<file path="config.mk">
export PLATFORM = sky130hd
export DESIGN_NAME = wb_sdr_arbiter_flat
export DESIGN_NICKNAME = d
export VERILOG_FILES = /design/src/rtl/wb_sdr_arbiter_if.sv /design/src/rtl/wb_sdr_arbiter.sv /design/src/flat_wrapper.sv
export SDC_FILE = /design/constraint.sdc
export NUM_CORES = 1
export LEC_CHECK = 0
export CORE_AREA = 2 2 156 158
export DETAILED_ROUTE_END_ITERATION = 12
export DIE_AREA = 0 0 158 160
export MAX_ROUTING_LAYER = met4
export PLACE_DENSITY = 0.58
export SYNTH_ARGS = -nofsm -noshare
export SYNTH_HDL_FRONTEND = slang
export SYNTH_SLANG_ARGS = --single-unit
export TNS_END_PERCENT = 5
</file>
<file path="constraint.sdc">
create_clock -name wb_clk_i -period 2.3 [get_ports wb_clk_i]
set_input_delay 0.46 -clock wb_clk_i [delete_from_list [all_inputs] [get_ports wb_clk_i]]
set_output_delay 0.46 -clock wb_clk_i [all_outputs]
set_load 0.005 [all_outputs]
</file>
<file path="src/rtl/wb_sdr_arbiter_if.sv">
// Bus bundle between NUM_M Wishbone masters, the arbiter and the SDRAM controller slave port.
// The slave modport is the arbiter's view; the master modport is the surrounding system's view.
interface wb_sdr_arbiter_if #(
  parameter int NUM_M  = 4,
  parameter int APP_AW = 26,
  parameter int DW     = 32
);
  // Master side
  logic [NUM_M-1:0]        m_cyc_i;
  logic [NUM_M-1:0]        m_stb_i;
  logic [NUM_M-1:0]        m_we_i;
  logic [NUM_M*DW/8-1:0]   m_sel_i;
  logic [NUM_M*APP_AW-1:0] m_addr_i;
  logic [NUM_M*DW-1:0]     m_dat_i;
  logic [DW-1:0]           m_dat_o;
  logic [NUM_M-1:0]        m_ack_o;
  logic [NUM_M-1:0]        m_err_o;

  // SDRAM controller side
  logic                    s_cyc_o;
  logic                    s_stb_o;
  logic                    s_we_o;
  logic [DW/8-1:0]         s_sel_o;
  logic [APP_AW-1:0]       s_addr_o;
  logic [DW-1:0]           s_dat_o;
  logic [DW-1:0]           s_dat_i;
  logic                    s_ack_i;

  modport slave (
    input  m_cyc_i, m_stb_i, m_we_i, m_sel_i, m_addr_i, m_dat_i, s_dat_i, s_ack_i,
    output m_dat_o, m_ack_o, m_err_o, s_cyc_o, s_stb_o, s_we_o, s_sel_o, s_addr_o, s_dat_o
  );

  modport master (
    output m_cyc_i, m_stb_i, m_we_i, m_sel_i, m_addr_i, m_dat_i, s_dat_i, s_ack_i,
    input  m_dat_o, m_ack_o, m_err_o, s_cyc_o, s_stb_o, s_we_o, s_sel_o, s_addr_o, s_dat_o
  );
endinterface

</file>
<file path="src/rtl/wb_sdr_arbiter.sv">
// Round-robin Wishbone arbiter in front of the SDRAM controller slave port.
// Ownership lasts a whole cyc burst; a per-grant watchdog aborts accesses that are never acked.
module wb_sdr_arbiter #(
  parameter int NUM_M   = 4,
  parameter int APP_AW  = 26,
  parameter int DW      = 32,
  parameter int TIMEOUT = 255
) (
  input  logic                wb_clk_i,
  input  logic                wb_rst_i,
  wb_sdr_arbiter_if.slave     bus,
  output logic [NUM_M-1:0]    grant_o,
  output logic                busy_o
);

  localparam int SW   = DW / 8;
  localparam int IW   = (NUM_M > 1) ? $clog2(NUM_M) : 1;
  localparam int WD_W = (TIMEOUT < 1) ? 1 : $clog2(TIMEOUT + 1);
  localparam logic [WD_W-1:0] WD_LIMIT = WD_W'(TIMEOUT);
  localparam logic [WD_W-1:0] WD_MAX   = {WD_W{1'b1}};
  localparam bit WD_EN = (TIMEOUT != 0);

  typedef enum logic [1:0] {
    ST_IDLE  = 2'd0,
    ST_OWN   = 2'd1,
    ST_ABORT = 2'd2
  } state_t;

  state_t            r_state;
  state_t            w_state_nxt;
  logic [IW-1:0]     r_ptr;
  logic [IW-1:0]     r_gidx;
  logic [NUM_M-1:0]  r_grant;
  logic [WD_W-1:0]   r_wd;
  logic [WD_W-1:0]   w_wd_nxt;

  logic              w_win_vld;
  logic [IW-1:0]     w_win_idx;
  logic [IW-1:0]     w_cand;

  logic [NUM_M-1:0]  w_gsel;
  logic              w_own_cyc;
  logic              w_own_stb;
  logic              w_own_we;
  logic [SW-1:0]     w_own_sel;
  logic [APP_AW-1:0] w_own_addr;
  logic [DW-1:0]     w_own_dat;

  logic              w_s_cyc;
  logic              w_s_stb;
  logic              w_s_we;
  logic [SW-1:0]     w_s_sel;
  logic [APP_AW-1:0] w_s_addr;
  logic [DW-1:0]     w_s_dat;
  logic [NUM_M-1:0]  w_ack;
  logic [NUM_M-1:0]  w_err;

  // Round-robin search: first cyc requester strictly after the last winner, wrapping.
  always_comb begin
    w_win_vld = 1'b0;
    w_win_idx = r_ptr;
    w_cand    = '0;
    for (int k = 1; k <= NUM_M; k++) begin
      w_cand = IW'((int'(r_ptr) + k) % NUM_M);
      for (int i = 0; i < NUM_M; i++) begin
        if (!w_win_vld && (w_cand == IW'(i)) && bus.m_cyc_i[i]) begin
          w_win_vld = 1'b1;
          w_win_idx = w_cand;
        end
      end
    end
  end

  // Select the granted master's request signals.
  always_comb begin
    w_gsel     = '0;
    w_own_cyc  = 1'b0;
    w_own_stb  = 1'b0;
    w_own_we   = 1'b0;
    w_own_sel  = '0;
    w_own_addr = '0;
    w_own_dat  = '0;
    for (int i = 0; i < NUM_M; i++) begin
      if (r_gidx == IW'(i)) begin
        w_gsel[i]  = 1'b1;
        w_own_cyc  = bus.m_cyc_i[i];
        w_own_stb  = bus.m_stb_i[i];
        w_own_we   = bus.m_we_i[i];
        w_own_sel  = bus.m_sel_i[i*SW +: SW];
        w_own_addr = bus.m_addr_i[i*APP_AW +: APP_AW];
        w_own_dat  = bus.m_dat_i[i*DW +: DW];
      end
    end
  end

  // Next state, watchdog and bus outputs.
  always_comb begin
    w_state_nxt = r_state;
    w_wd_nxt    = r_wd;
    w_s_cyc     = 1'b0;
    w_s_stb     = 1'b0;
    w_s_we      = 1'b0;
    w_s_sel     = '0;
    w_s_addr    = '0;
    w_s_dat     = '0;
    w_ack       = '0;
    w_err       = '0;
    case (r_state)
      ST_IDLE: begin
        w_wd_nxt = '0;
        if (w_win_vld) begin
          w_state_nxt = ST_OWN;
        end
      end
      ST_OWN: begin
        w_s_cyc  = w_own_cyc;
        w_s_stb  = w_own_stb;
        w_s_we   = w_own_we;
        w_s_sel  = w_own_sel;
        w_s_addr = w_own_addr;
        w_s_dat  = w_own_dat;
        w_ack    = w_gsel & {NUM_M{bus.s_ack_i}};
        // Releasing cyc takes priority over a timeout firing in the same cycle.
        if (!w_own_cyc) begin
          w_state_nxt = ST_IDLE;
        end else if (bus.s_ack_i) begin
          w_wd_nxt = '0;
        end else if (WD_EN && (r_wd == WD_LIMIT)) begin
          w_err       = w_gsel;
          w_state_nxt = ST_ABORT;
        end else if (w_own_stb && (r_wd != WD_MAX)) begin
          w_wd_nxt = r_wd + 1'b1;
        end
      end
      ST_ABORT: begin
        w_wd_nxt = '0;
        if (!w_own_cyc) begin
          w_state_nxt = ST_IDLE;
        end
      end
      default: begin
        w_state_nxt = ST_IDLE;
        w_wd_nxt    = '0;
      end
    endcase
  end

  always_ff @(posedge wb_clk_i or posedge wb_rst_i) begin
    if (wb_rst_i) begin
      r_state <= ST_IDLE;
      r_ptr   <= IW'(NUM_M - 1);
      r_gidx  <= '0;
      r_grant <= '0;
      r_wd    <= '0;
    end else begin
      r_state <= w_state_nxt;
      r_wd    <= w_wd_nxt;
      if ((r_state == ST_IDLE) && w_win_vld) begin
        r_gidx  <= w_win_idx;
        r_ptr   <= w_win_idx;
        r_grant <= NUM_M'(1) << w_win_idx;
      end else if (w_state_nxt == ST_IDLE) begin
        r_grant <= '0;
      end
    end
  end

  assign bus.s_cyc_o  = w_s_cyc;
  assign bus.s_stb_o  = w_s_stb;
  assign bus.s_we_o   = w_s_we;
  assign bus.s_sel_o  = w_s_sel;
  assign bus.s_addr_o = w_s_addr;
  assign bus.s_dat_o  = w_s_dat;
  assign bus.m_ack_o  = w_ack;
  assign bus.m_err_o  = w_err;
  assign bus.m_dat_o  = bus.s_dat_i;
  assign grant_o      = r_grant;
  assign busy_o       = (r_state != ST_IDLE);

endmodule
</file>
<file path="src/flat_wrapper.sv">
// flat-port wrapper written by rule: the top's interface ports become plain ports
module wb_sdr_arbiter_flat 
#(
  parameter int NUM_M   = 4,
  parameter int APP_AW  = 26,
  parameter int DW      = 32,
  parameter int TIMEOUT = 255
)
  (wb_clk_i, wb_rst_i, grant_o, busy_o, bus_m_cyc_i, bus_m_stb_i, bus_m_we_i, bus_m_sel_i, bus_m_addr_i, bus_m_dat_i, bus_s_dat_i, bus_s_ack_i, bus_m_dat_o, bus_m_ack_o, bus_m_err_o, bus_s_cyc_o, bus_s_stb_o, bus_s_we_o, bus_s_sel_o, bus_s_addr_o, bus_s_dat_o);
  wb_sdr_arbiter_if #(.NUM_M(NUM_M), .APP_AW(APP_AW), .DW(DW)) bus_i ();
  input  logic wb_clk_i;
  input  logic wb_rst_i;
  output logic [NUM_M-1:0] grant_o;
  output logic busy_o;
  input wire logic [$bits(bus_i.m_cyc_i)-1:0] bus_m_cyc_i;
  input wire logic [$bits(bus_i.m_stb_i)-1:0] bus_m_stb_i;
  input wire logic [$bits(bus_i.m_we_i)-1:0] bus_m_we_i;
  input wire logic [$bits(bus_i.m_sel_i)-1:0] bus_m_sel_i;
  input wire logic [$bits(bus_i.m_addr_i)-1:0] bus_m_addr_i;
  input wire logic [$bits(bus_i.m_dat_i)-1:0] bus_m_dat_i;
  input wire logic [$bits(bus_i.s_dat_i)-1:0] bus_s_dat_i;
  input wire logic [$bits(bus_i.s_ack_i)-1:0] bus_s_ack_i;
  output wire logic [$bits(bus_i.m_dat_o)-1:0] bus_m_dat_o;
  output wire logic [$bits(bus_i.m_ack_o)-1:0] bus_m_ack_o;
  output wire logic [$bits(bus_i.m_err_o)-1:0] bus_m_err_o;
  output wire logic [$bits(bus_i.s_cyc_o)-1:0] bus_s_cyc_o;
  output wire logic [$bits(bus_i.s_stb_o)-1:0] bus_s_stb_o;
  output wire logic [$bits(bus_i.s_we_o)-1:0] bus_s_we_o;
  output wire logic [$bits(bus_i.s_sel_o)-1:0] bus_s_sel_o;
  output wire logic [$bits(bus_i.s_addr_o)-1:0] bus_s_addr_o;
  output wire logic [$bits(bus_i.s_dat_o)-1:0] bus_s_dat_o;
  assign bus_i.m_cyc_i = bus_m_cyc_i;
  assign bus_i.m_stb_i = bus_m_stb_i;
  assign bus_i.m_we_i = bus_m_we_i;
  assign bus_i.m_sel_i = bus_m_sel_i;
  assign bus_i.m_addr_i = bus_m_addr_i;
  assign bus_i.m_dat_i = bus_m_dat_i;
  assign bus_i.s_dat_i = bus_s_dat_i;
  assign bus_i.s_ack_i = bus_s_ack_i;
  assign bus_m_dat_o = bus_i.m_dat_o;
  assign bus_m_ack_o = bus_i.m_ack_o;
  assign bus_m_err_o = bus_i.m_err_o;
  assign bus_s_cyc_o = bus_i.s_cyc_o;
  assign bus_s_stb_o = bus_i.s_stb_o;
  assign bus_s_we_o = bus_i.s_we_o;
  assign bus_s_sel_o = bus_i.s_sel_o;
  assign bus_s_addr_o = bus_i.s_addr_o;
  assign bus_s_dat_o = bus_i.s_dat_o;
  wb_sdr_arbiter #(.NUM_M(NUM_M), .APP_AW(APP_AW), .DW(DW), .TIMEOUT(TIMEOUT)) u_core (.wb_clk_i(wb_clk_i), .wb_rst_i(wb_rst_i), .bus(bus_i), .grant_o(grant_o), .busy_o(busy_o));
endmodule
</file>
==> results.ini, run 1 <==
[finish]
final_net_count = 980
instances_no_fill = 1005
drive_above_1_share_pct = 39.5
syn_to_final_growth_pct = 125
fin_util_pct = 32.5

[clocking]
cts-root-buf = clkbuf_16
clockBufferDepth = 2
clkSlewWorstSetupHoldPaths_ns = 0.06
clk_latency_ns = 0.25
cts_tree = done
h-tree-depth = 1
clkSinkCount = 18
cts_hold_buf = 0
numCtsBuffers = 3

[routing]
vias = 4184
drt_iter0_drc = 217
wl_per_cell_microns = 19.2
routed_wl_microns = 19300
ant_nets = 0
vias_per_cell = 4.16
drc = 0
drtPass1Iterations = 5

[floorplan]
core-area_sq_um = 23800
num_rows = 57
die_y_microns = 160
start_util_pct = 14.4
die_w_microns = 158
die-area_sq_um = 25300
pin_count = 405

[yosys]
ys_top_cells_by_area = mux4_2 43%, and2_1 12%, dfrtp_1 12%
synth_cell_types = 50
ys.flop_type = dfrtp_1
yosysTopAreaCell = mux4_2
ys_warn_count = 0
synthArstFlopShare_pct = 100
yosysSeqAreaShare_pct = 13.2
synth_edf_count = 0
yosysMostFrequentCell = and2_1
synth-seq-cells = 18
synth_cells = 325
synth_fp_nets = 625
netlist_top_cells_count = 66 x and2_1, 65 x mux4_2, 33 x buf_4, 21 x nor2_1, 16 x dfrtp_1
yosysTopAreaCellShare_pct = 42.6
synthesis.area_sq_um = 3430
avgSynthCellArea_sq_um = 10.6

[global_route]
track_usage_pct = 14.2
grt_pass1_vias = 4325
antenna_found_initial = 2
grt_max_degree = 50
grtUsageMet1_pct = 17.8
grtUsageMet2_pct = 23.8
gr-usage-met3_pct = 3.74
grt_pass1_wl_microns = 26600
top_usage_layer = met2
overflow = 0

[power]
power_density_nw_per_um2 = 1020
power_uw = 7890
vdd_drop_max_uv = 613
p_leak_uw = 0.00308

[place]
dp_hpwl_microns = 15900
io_buffer_count = 340
dpl.cell_count = 983
gp_congestion = 0.778

[setup_path]
crit_type = flip-flop to output port
crit_fanout = 6
end_kind = output port
cp.required_ns = 1.84
cp-start-kind = flip-flop
cp.arrival_ns = 2.02

[outcome]
violations = setup timing
outcome = complete, but fails checks

[timing]
worst_slew_pin_slew_ns = 0.706
setup_ws_ns = -0.177
fin_crit_sh_pct = 108
rsz0062_at_grt = yes
relSlewSlack_pct = 52.9
period_minus_slack_ns = 2.48
finalSetupViolations = 48
maxSlewViolCount = 0
clock.fmax_mhz = 404
fin_skew_ns = 0.00494
finalHoldViolations = 0

[flow_run]
drv_cap = 0

[min_path]
hold_path.class = flip-flop to flip-flop

[cell usage in the layout (no fill, tap or decap), types with 3 or more instances in the layout]
| master | netlist | routed |
|---|---|---|
| a21oi_1 | 5 | 5 |
| a22oi_1 | 4 | 4 |
| and2_1 | 66 | 25 |
| and2_4 | 0 | 41 |
| and3_1 | 3 | 3 |
| buf_12 | 0 | 11 |
| buf_2 | 9 | 24 |
| buf_4 | 33 | 41 |
| buf_6 | 0 | 31 |
| buf_8 | 0 | 6 |
| clkbuf_16 | 0 | 3 |
| clkbuf_2 | 1 | 19 |
| clkdlybuf4s50_1 | 0 | 267 |
| dfrtp_1 | 16 | 14 |
| dlygate4sd2_1 | 0 | 6 |
| ha_2 | 0 | 3 |
| inv_1 | 5 | 4 |
| mux2i_1 | 3 | 3 |
| mux4_2 | 65 | 65 |
| nand2_1 | 15 | 13 |
| nand3_1 | 4 | 4 |
| nor2_1 | 21 | 19 |
| nor3_1 | 5 | 4 |
| o211ai_1 | 3 | 3 |
| o21ai_0 | 7 | 4 |
| o21ai_1 | 1 | 3 |
| o31ai_1 | 3 | 3 |
| xor2_1 | 3 | 3 |
[flip-flops by register name, indices dropped and copies added (netlist names)]
signal / cells
u_core.grant_o: 4
u_core.r_gidx: 2
u_core.r_ptr: 2
u_core.r_state: 2
u_core.r_wd: 8
[critical path, cell delays in order (launching register included)]
cell	delay, ns
dfrtp_4	0.54
buf_12	0.17
buf_12	0.14
buf_12	0.13
buf_6	0.10
mux4_2	0.39
and2_1	0.16
buf_2	0.13
[power by group]
group          internal [uW]  switching [uW]  leakage [uW]
combinational           4230            2760       0.00280
clock                    265             125     0.0000442
sequential               425            86.7      0.000233
[metal layers]
metal | wire, microns | share of wire [%]
met2 | 9220 | 48
met4 | 142 | 0.74
met1 | 7990 | 41
met5 | 0 | 0
met3 | 1910 | 9.9
[what timing repair did]
item | in CTS | in global routing
resized for setup | 268 | 90
pin swaps | 29 | 11
cloned | 2 | 0
buffers inserted | 13 | 2
setup endpoints to repair | 73 | 82
[per-stage QoR]
| stage | area (sq um) | hold WS (ns) | setup slack (ns) | TNS, ns |
|---|---|---|---|---|
| after floorplan | 3430 | 0.397 | 0.158 | 0 |
| after global routing | 7730 | 0.527 | -0.230 | -7.19 |
| final | 7730 | 0.497 | -0.177 | -3.16 |
| after global placement | 7410 | 0.495 | -0.385 | -12.04 |
| after detailed placement | 7410 | 0.475 | -0.422 | -12.46 |
| after CTS | 7640 | 0.498 | -0.254 | -7.48 |
[cell families after synthesis]
| group | after synthesis | share of synthesized area [%] |
|---|---|---|
| AOI/OAI and AO/OA | 38 | 8.52 |
| xor gates and xnor gates | 5 | 1.28 |
| adders and majority gates | 5 | 1.82 |
| buffers and inverters | 63 | 10.9 |
| DFF | 18 | 13.2 |
| muxes | 68 | 43.5 |
| and+or+nand+nor | 128 | 20.8 |
[path summary, 6_finish.rpt]
check | start | endpoint | slack (ns) | cells past startpoint
max | u_core.r_gidx[0]$_DFFE_PP0P_ | bus_s_dat_o[31] | -0.18 | 7
min | u_core.grant_o[3]$_DFFE_PP0P_ | u_core.grant_o[3]$_DFFE_PP0P_ | 0.50 | 2
max reg2reg | u_core.r_gidx[0]$_DFFE_PP0P_ | u_core.r_wd[7]$_DFFE_PP0P_ | -0.03 | 9
min reg2reg | u_core.grant_o[3]$_DFFE_PP0P_ | u_core.grant_o[3]$_DFFE_PP0P_ | 0.50 | 2
max in group asynchronous | wb_rst_i | u_core.r_ptr[1]$_DFFE_PP1P_ | 1.09 | 3
min in group asynchronous | wb_rst_i | u_core.grant_o[0]$_DFFE_PP0P_ | 0.62 | 2
[layout make-up]
class / instances / area [sq um]
Fill cell: 2475 / 16100
Timing Repair Buffer: 408 / 3970
Multi-Input combinational cell: 244 / 2780
Sequential cell: 18 / 460
Tap cell: 324 / 405
Clock buffer: 4 / 88.8
Inverter: 5 / 18.8
Antenna cell: 2 / 5.00
No activity file was read; power rests on OpenSTA's default activity.
==> run 2, diff against run 1 <==
- GPL_ROUTABILITY_DRIVEN: unset -> 0
==> results of run 2 <==
Same layout as run 1: the final DEF is identical, and so are final timing and power.
==> run 3, diff against run 2 <==
- CAP_MARGIN: unset -> 15
==> results of run 3 <==
Same layout as run 1: the final DEF is identical, and so are final timing and power.
